<file path="src/rtl/patterner_cfg_ctrl.sv">
// Shadow/active configuration for the patterner array: register writes land in shadow copies,
// apply_req commits them atomically after a quiet window (or timeout), then triggers are blanked.
module patterner_cfg_ctrl #(
    parameter int          NMASK     = 4,
    parameter int          QUIET_CYC = 4,
    parameter int          TIMEOUT   = 255,
    parameter logic [16:0] DEF_THR   = 17'h0_4893
) (
    input  logic                  clk,
    input  logic                  rst_n,
    input  logic                  cfg_wr,
    input  logic [3:0]            cfg_addr,
    input  logic [27:0]           cfg_wdata,
    output logic                  cfg_ack,
    output logic                  cfg_err,
    input  logic                  apply_req,
    output logic                  apply_busy,
    output logic                  apply_done,
    input  logic                  quiet,
    output logic                  forced,
    output logic                  patt_blank,
    output logic [2:0]            drifttime,
    output logic [2:0]            pretrig,
    output logic [2:0]            trig,
    output logic [2:0]            acc_pretrig,
    output logic [2:0]            acc_trig,
    output logic [1:0]            trig_mode,
    output logic [28*NMASK-1:0]   collmask
);

    typedef enum logic [1:0] {IDLE, PENDING, COMMIT, BLANK} state_t;

    localparam logic [3:0] QC       = 4'(QUIET_CYC);
    localparam logic [7:0] TO       = 8'(TIMEOUT);
    localparam logic [3:0] MASK_TOP = 4'(NMASK);

    state_t              state, state_n;
    logic [16:0]         thr_sh, thr_act;
    logic [28*NMASK-1:0] mask_sh, mask_act;
    logic [3:0]          qcnt, qcnt_n;
    logic [7:0]          tcnt, tcnt_n;
    logic [3:0]          bcnt, bcnt_n;
    logic                req_lat, req_lat_n;
    logic                timeout_hit;
    logic                chk_bad;

    logic                hold_vld;
    logic [3:0]          hold_addr;
    logic [27:0]         hold_dat;
    logic                wr_vld;
    logic [3:0]          wr_addr;
    logic [27:0]         wr_dat;
    logic                wr_bad;
    logic                wr_clr;

    // A write sampled in COMMIT is delayed one cycle so it lands after the copy.
    always_comb begin
        wr_vld  = hold_vld || (cfg_wr && (state != COMMIT));
        wr_addr = hold_vld ? hold_addr : cfg_addr;
        wr_dat  = hold_vld ? hold_dat  : cfg_wdata;
        wr_clr  = wr_vld && (wr_addr == 4'hF);
        wr_bad  = wr_vld && !((wr_addr == 4'h0) || (wr_addr == 4'hF) ||
                              ((wr_addr >= 4'h1) && (wr_addr <= MASK_TOP)));
    end

    assign chk_bad = (thr_sh[8:6] < thr_sh[5:3]) || (thr_sh[14:12] < thr_sh[11:9]);

    always_comb begin
        state_n     = state;
        qcnt_n      = qcnt;
        tcnt_n      = tcnt;
        bcnt_n      = bcnt;
        req_lat_n   = req_lat;
        timeout_hit = 1'b0;
        case (state)
            IDLE: begin
                if (apply_req) begin
                    state_n = PENDING;
                    qcnt_n  = 4'd0;
                    tcnt_n  = 8'd0;
                end
            end
            PENDING: begin
                if (!quiet)
                    qcnt_n = 4'd0;
                else if (qcnt != 4'd15)
                    qcnt_n = qcnt + 4'd1;
                tcnt_n = tcnt + 8'd1;
                // Quiet exit takes precedence, so a simultaneous timeout is not flagged.
                if (qcnt_n >= QC)
                    state_n = COMMIT;
                else if (tcnt_n >= TO) begin
                    state_n     = COMMIT;
                    timeout_hit = 1'b1;
                end
            end
            COMMIT: begin
                state_n   = BLANK;
                bcnt_n    = {1'b0, thr_sh[2:0]} + 4'd2;
                req_lat_n = 1'b0;
            end
            BLANK: begin
                bcnt_n = bcnt - 4'd1;
                if (apply_req)
                    req_lat_n = 1'b1;
                if (bcnt == 4'd1) begin
                    req_lat_n = 1'b0;
                    if (req_lat || apply_req) begin
                        state_n = PENDING;
                        qcnt_n  = 4'd0;
                        tcnt_n  = 8'd0;
                    end else begin
                        state_n = IDLE;
                    end
                end
            end
            default: state_n = IDLE;
        endcase
    end

    always_ff @(posedge clk or negedge rst_n) begin
        if (!rst_n) begin
            state      <= IDLE;
            qcnt       <= 4'd0;
            tcnt       <= 8'd0;
            bcnt       <= 4'd0;
            req_lat    <= 1'b0;
            apply_busy <= 1'b0;
            apply_done <= 1'b0;
            patt_blank <= 1'b0;
            forced     <= 1'b0;
        end else begin
            state      <= state_n;
            qcnt       <= qcnt_n;
            tcnt       <= tcnt_n;
            bcnt       <= bcnt_n;
            req_lat    <= req_lat_n;
            apply_busy <= (state_n != IDLE);
            patt_blank <= (state_n == BLANK);
            apply_done <= (state_n == BLANK) && (bcnt_n == 4'd1);
            if (timeout_hit)
                forced <= 1'b1;
            else if (apply_req)
                forced <= 1'b0;
        end
    end

    always_ff @(posedge clk or negedge rst_n) begin
        if (!rst_n) begin
            thr_sh    <= DEF_THR;
            mask_sh   <= '1;
            thr_act   <= DEF_THR;
            mask_act  <= '1;
            hold_vld  <= 1'b0;
            hold_addr <= 4'd0;
            hold_dat  <= 28'd0;
            cfg_ack   <= 1'b0;
            cfg_err   <= 1'b0;
        end else begin
            hold_vld  <= cfg_wr && ((state == COMMIT) || hold_vld);
            hold_addr <= cfg_addr;
            hold_dat  <= cfg_wdata;
            cfg_ack   <= wr_vld;
            if (wr_vld) begin
                if (wr_addr == 4'h0)
                    thr_sh <= wr_dat[16:0];
                for (int k = 0; k < NMASK; k++)
                    if (wr_addr == 4'(k + 1))
                        mask_sh[28*k +: 28] <= wr_dat;
            end
            if (state == COMMIT) begin
                thr_act  <= thr_sh;
                mask_act <= mask_sh;
            end
            if (wr_bad || ((state == COMMIT) && chk_bad))
                cfg_err <= 1'b1;
            else if (wr_clr)
                cfg_err <= 1'b0;
        end
    end

    assign drifttime   = thr_act[2:0];
    assign pretrig     = thr_act[5:3];
    assign trig        = thr_act[8:6];
    assign acc_pretrig = thr_act[11:9];
    assign acc_trig    = thr_act[14:12];
    assign trig_mode   = thr_act[16:15];
    assign collmask    = mask_act;

endmodule

</file>
<file path="config.mk">
export PLATFORM = sky130hd
export DESIGN_NAME = patterner_cfg_ctrl
export DESIGN_NICKNAME = d
export VERILOG_FILES = /design/src/rtl/patterner_cfg_ctrl.sv
export SDC_FILE = /design/constraint.sdc
export NUM_CORES = 1
export LEC_CHECK = 0
export BUFFER_PORTS_ARGS = -buffer_cell sky130_fd_sc_hd__buf_2
export CAP_MARGIN = 30
export CORE_ASPECT_RATIO = 0.9
export CORE_MARGIN = 4
export CORE_UTILIZATION = 50
export CTS_CLUSTER_DIAMETER = 80
export CTS_CLUSTER_SIZE = 40
export DETAILED_ROUTE_END_ITERATION = 12
export PLACE_DENSITY_LB_ADDON = 0.08
export SETUP_SLACK_MARGIN = 0.5
export SLEW_MARGIN = 20
export SYNTH_ARGS = -nofsm -noshare
export SYNTH_HDL_FRONTEND = slang
export SYNTH_SLANG_ARGS = --single-unit
</file>
<file path="constraint.sdc">
create_clock -name clk -period 5.7 [get_ports clk]
set_input_delay 0.285 -clock clk [delete_from_list [all_inputs] [get_ports clk]]
set_output_delay 0.285 -clock clk [all_outputs]
set_load 0.01 [all_outputs]
</file>
==> results.cfg <==
[min_path]
hp-class = in2reg
min_to = hold_vld
whs_path_depth = 2
hp-start = cfg_wr

[grt]
overflow = 0
first_global_vias = 8264
grt_pass1_wl_um = 45500
antenna_found_initial = 0
track_usage_pct = 19.7
grt_max_degree = 150

[timing]
hold_ws_ns = 0.0245
hold_viol_final = 0
drv_slew = 0
period_share_pct = 56.9
rsz0062_at_grt = no
fmax_mhz = 308
setup_viol = 0
relSlewSlack_pct = 38.1
worst_pin_slew_ns = 0.926
min_period_ns = 3.24
skew_ns = 0.0289
setup_tns_ns = 0
setup_ws_ns = 2.46

[yosys]
postSynthAreaPerCell_sq_um = 11.9
synth_area_sq_um = 12600
yosysSeqAreaShare_pct = 64.9
synth_edf_count = 0
synthFlopType = dfstp_2
synth_cell_types = 47
synth.top_cell.area_share_pct = 49.0
yosysMostFrequentCell = nand2_1
synth_top_area_cell = dfstp_2
synth_fp_nets = 1110
synth_seq_cells = 316
synthArstFlopShare_pct = 100
syn_inst = 1063
yosys-top-cells-count = nand2_1, dfstp_2, mux2_2
synthTopCellsByArea = dfstp_2, dfrtp_1, nand2_1
yosysWarningCount = 0

[critical_path]
r2r_start = state[0]
start_kind = flip-flop
end_kind = flip-flop
crit_chain = nand2b_4 -> a21oi_1 -> or2_1 -> nor3b_4 -> buf_4 -> mux2_1
reg2reg_depth = 6
reg2reg_to = mask_sh[7]
path_class = reg2reg
cp_top_family = simple AND/OR/NAND/NOR gates
critPathSlowestCell = dfrtp_1
cp.arrival_ns = 3.68
critical_path_peak_fanout = 41
reg2reg_setup_slack_ns = 2.46
critPathBufInv = 1
max_stage_delay_ns = 0.68
crit_required_ns = 6.14

[routing]
num_vias = 8087
wire_per_inst_um = 17.3
finalWirelength_um = 27500
firstDrtPassIters = 5
vias_per_cell = 5.10
remaining_drc_errors = 0
ant_nets = 0
drt_iter0_drc = 470

[power_and_ir_drop]
p_leak_nw = 6.81
power.internal_mw = 5.22
clkPwrFrac_pct = 17.5
p_comb_share_pct = 28.8
powerDensity_nw_per_um2 = 532
sw_frac_of_total_pct = 33.5
p_seq_share_pct = 53.7
vdd_drop_max_v = 0.000272
p_total_mw = 7.85
p_switching_mw = 2.63

[cts]
postCtsSetupRepairBufs = 0
clkTransAtPathRegs_ns = 0.12
cts_inserted_buffers = 15
cts_max_level = 1
cts_tree = done
clk_latency_ns = 0.52
clockBufferDepth = 3
clock-sinks = 316
clockRootBuffer = clkbuf_16

[cells_and_area]
area_delta_synth_final_pct = 16.7
diodes = 0
drive_above_1_share_pct = 44.2
layout.nets = 1290

[placement]
gp_congestion = 0.767
place_hpwl_um = 18200
port-buffer-count = 171
post-place-ws_ns = 2.43

[die]
die_x_um = 176
initial_utilization_pct = 51.4
core_sq_um = 24600
die-height_um = 159
dieArea_sq_um = 27900
placementRows = 54
pin_count = 172

[job]
cap_violations = 0

[run_status]
status = finished, final reports clean
-- worst max path at each step --
stage / start / endpoint / slack [ns] / depth (start not counted)
after floorplan: state[1] / mask_sh[35] / 3.68 / 10
after global placement: state[0] / mask_sh[10] / 2.50 / 6
after detailed placement: state[0] / mask_sh[18] / 2.43 / 6
after CTS: state[0] / mask_sh[3] / 2.43 / 6
after global routing: state[0] / mask_sh[3] / 2.24 / 6
final: state[0] / mask_sh[7] / 2.46 / 6
-- power groups by stage --
stage / Combinational, mW / Clock (mW) / Sequential (mW)
final: 2.26 / 1.37 / 4.21
after global routing: 2.56 / 1.50 / 4.34
after CTS: 2.28 / 1.42 / 4.24
after detailed placement: 2.25 / 0 / 4.27
after global placement: 2.17 / 0 / 4.25
after floorplan: 1.35 / 0 / 4.25
-- worst register-to-register path, delay by kind of cell (launching register included) --
family | cells | cell delay (ns)
multiplexers | 1 | 0.37
AND/OR/NAND/NOR | 3 | 1.55
flip-flops | 1 | 0.68
buffers and inverters | 1 | 0.40
AO/OA/AOI/OAI | 1 | 0.18
-- cells by family after synthesis --
| family | count (synthesis) | synth area share, % |
|---|---|---|
| and+or+nand+nor | 445 | 14.2 |
| AOI/OAI and AO/OA | 66 | 3.17 |
| buffers and inverters | 63 | 2.36 |
| adders and majority gates | 10 | 0.989 |
| muxes | 161 | 14.3 |
| xor gates and xnor gates | 2 | 0.139 |
| DFF | 316 | 64.9 |
-- cell usage in the layout (no fill, tap or decap), types with 11 or more instances in the layout --
cell,count
nand2_1,391
dfstp_2,236
buf_2,170
mux2_2,101
dfrtp_1,79
mux2_1,57
dlygate4sd3_1,33
o21ai_0,27
a21oi_1,17
clkbuf_16,15
inv_1,11
nor2_1,11
-- what timing repair did --
item                      in CTS  in global routing
gates resized for setup        0                  0
hold buffers                  33                  0
hold endpoints to repair      65                  0
-- state kept, by name, indices dropped and copies added, names as in the netlist --
register,cells
collmask,112
mask_sh,112
hold_dat,28
thr_act,17
thr_sh,17
tcnt,8
bcnt,4
hold_addr,4
qcnt,4
state,2
apply_busy,1
apply_done,1
cfg_ack,1
cfg_err,1
forced,1
hold_vld,1
patt_blank,1
req_lat,1
-- layer usage --
layer	wire length, um	part of all wire [%]	up-vias	global-route usage [%]
li1	-	-	3841	-
met1	13500	49	4080	30.3
met2	12600	46	141	31.1
met3	1050	3.8	25	2.54
met4	325	1.2	0	2.69
met5	0	0	-	0
-- layout make-up --
type,count,area (sq um)
well taps,336,420
fillers,2173,9840
clock inverters,10,166
repair buffers,215,1370
inverters,11,41.3
flip-flops and latches,316,8200
multi-input cells,684,4180
clock buffers,15,375
-- metrics by stage --
step | util, % | instances | area [sq um]
2_1_floorplan | - | 1063 | 12600
3_3_place_gp | 56.0 | 1525 | 13800
3_5_place_dp | 56.3 | 1528 | 13900
4_1_cts | 59.9 | 1586 | 14700
5_1_grt | 60.0 | 1587 | 14800
6_report | 60.0 | 1587 | 14800
No activity file was read; power rests on OpenSTA's default activity.
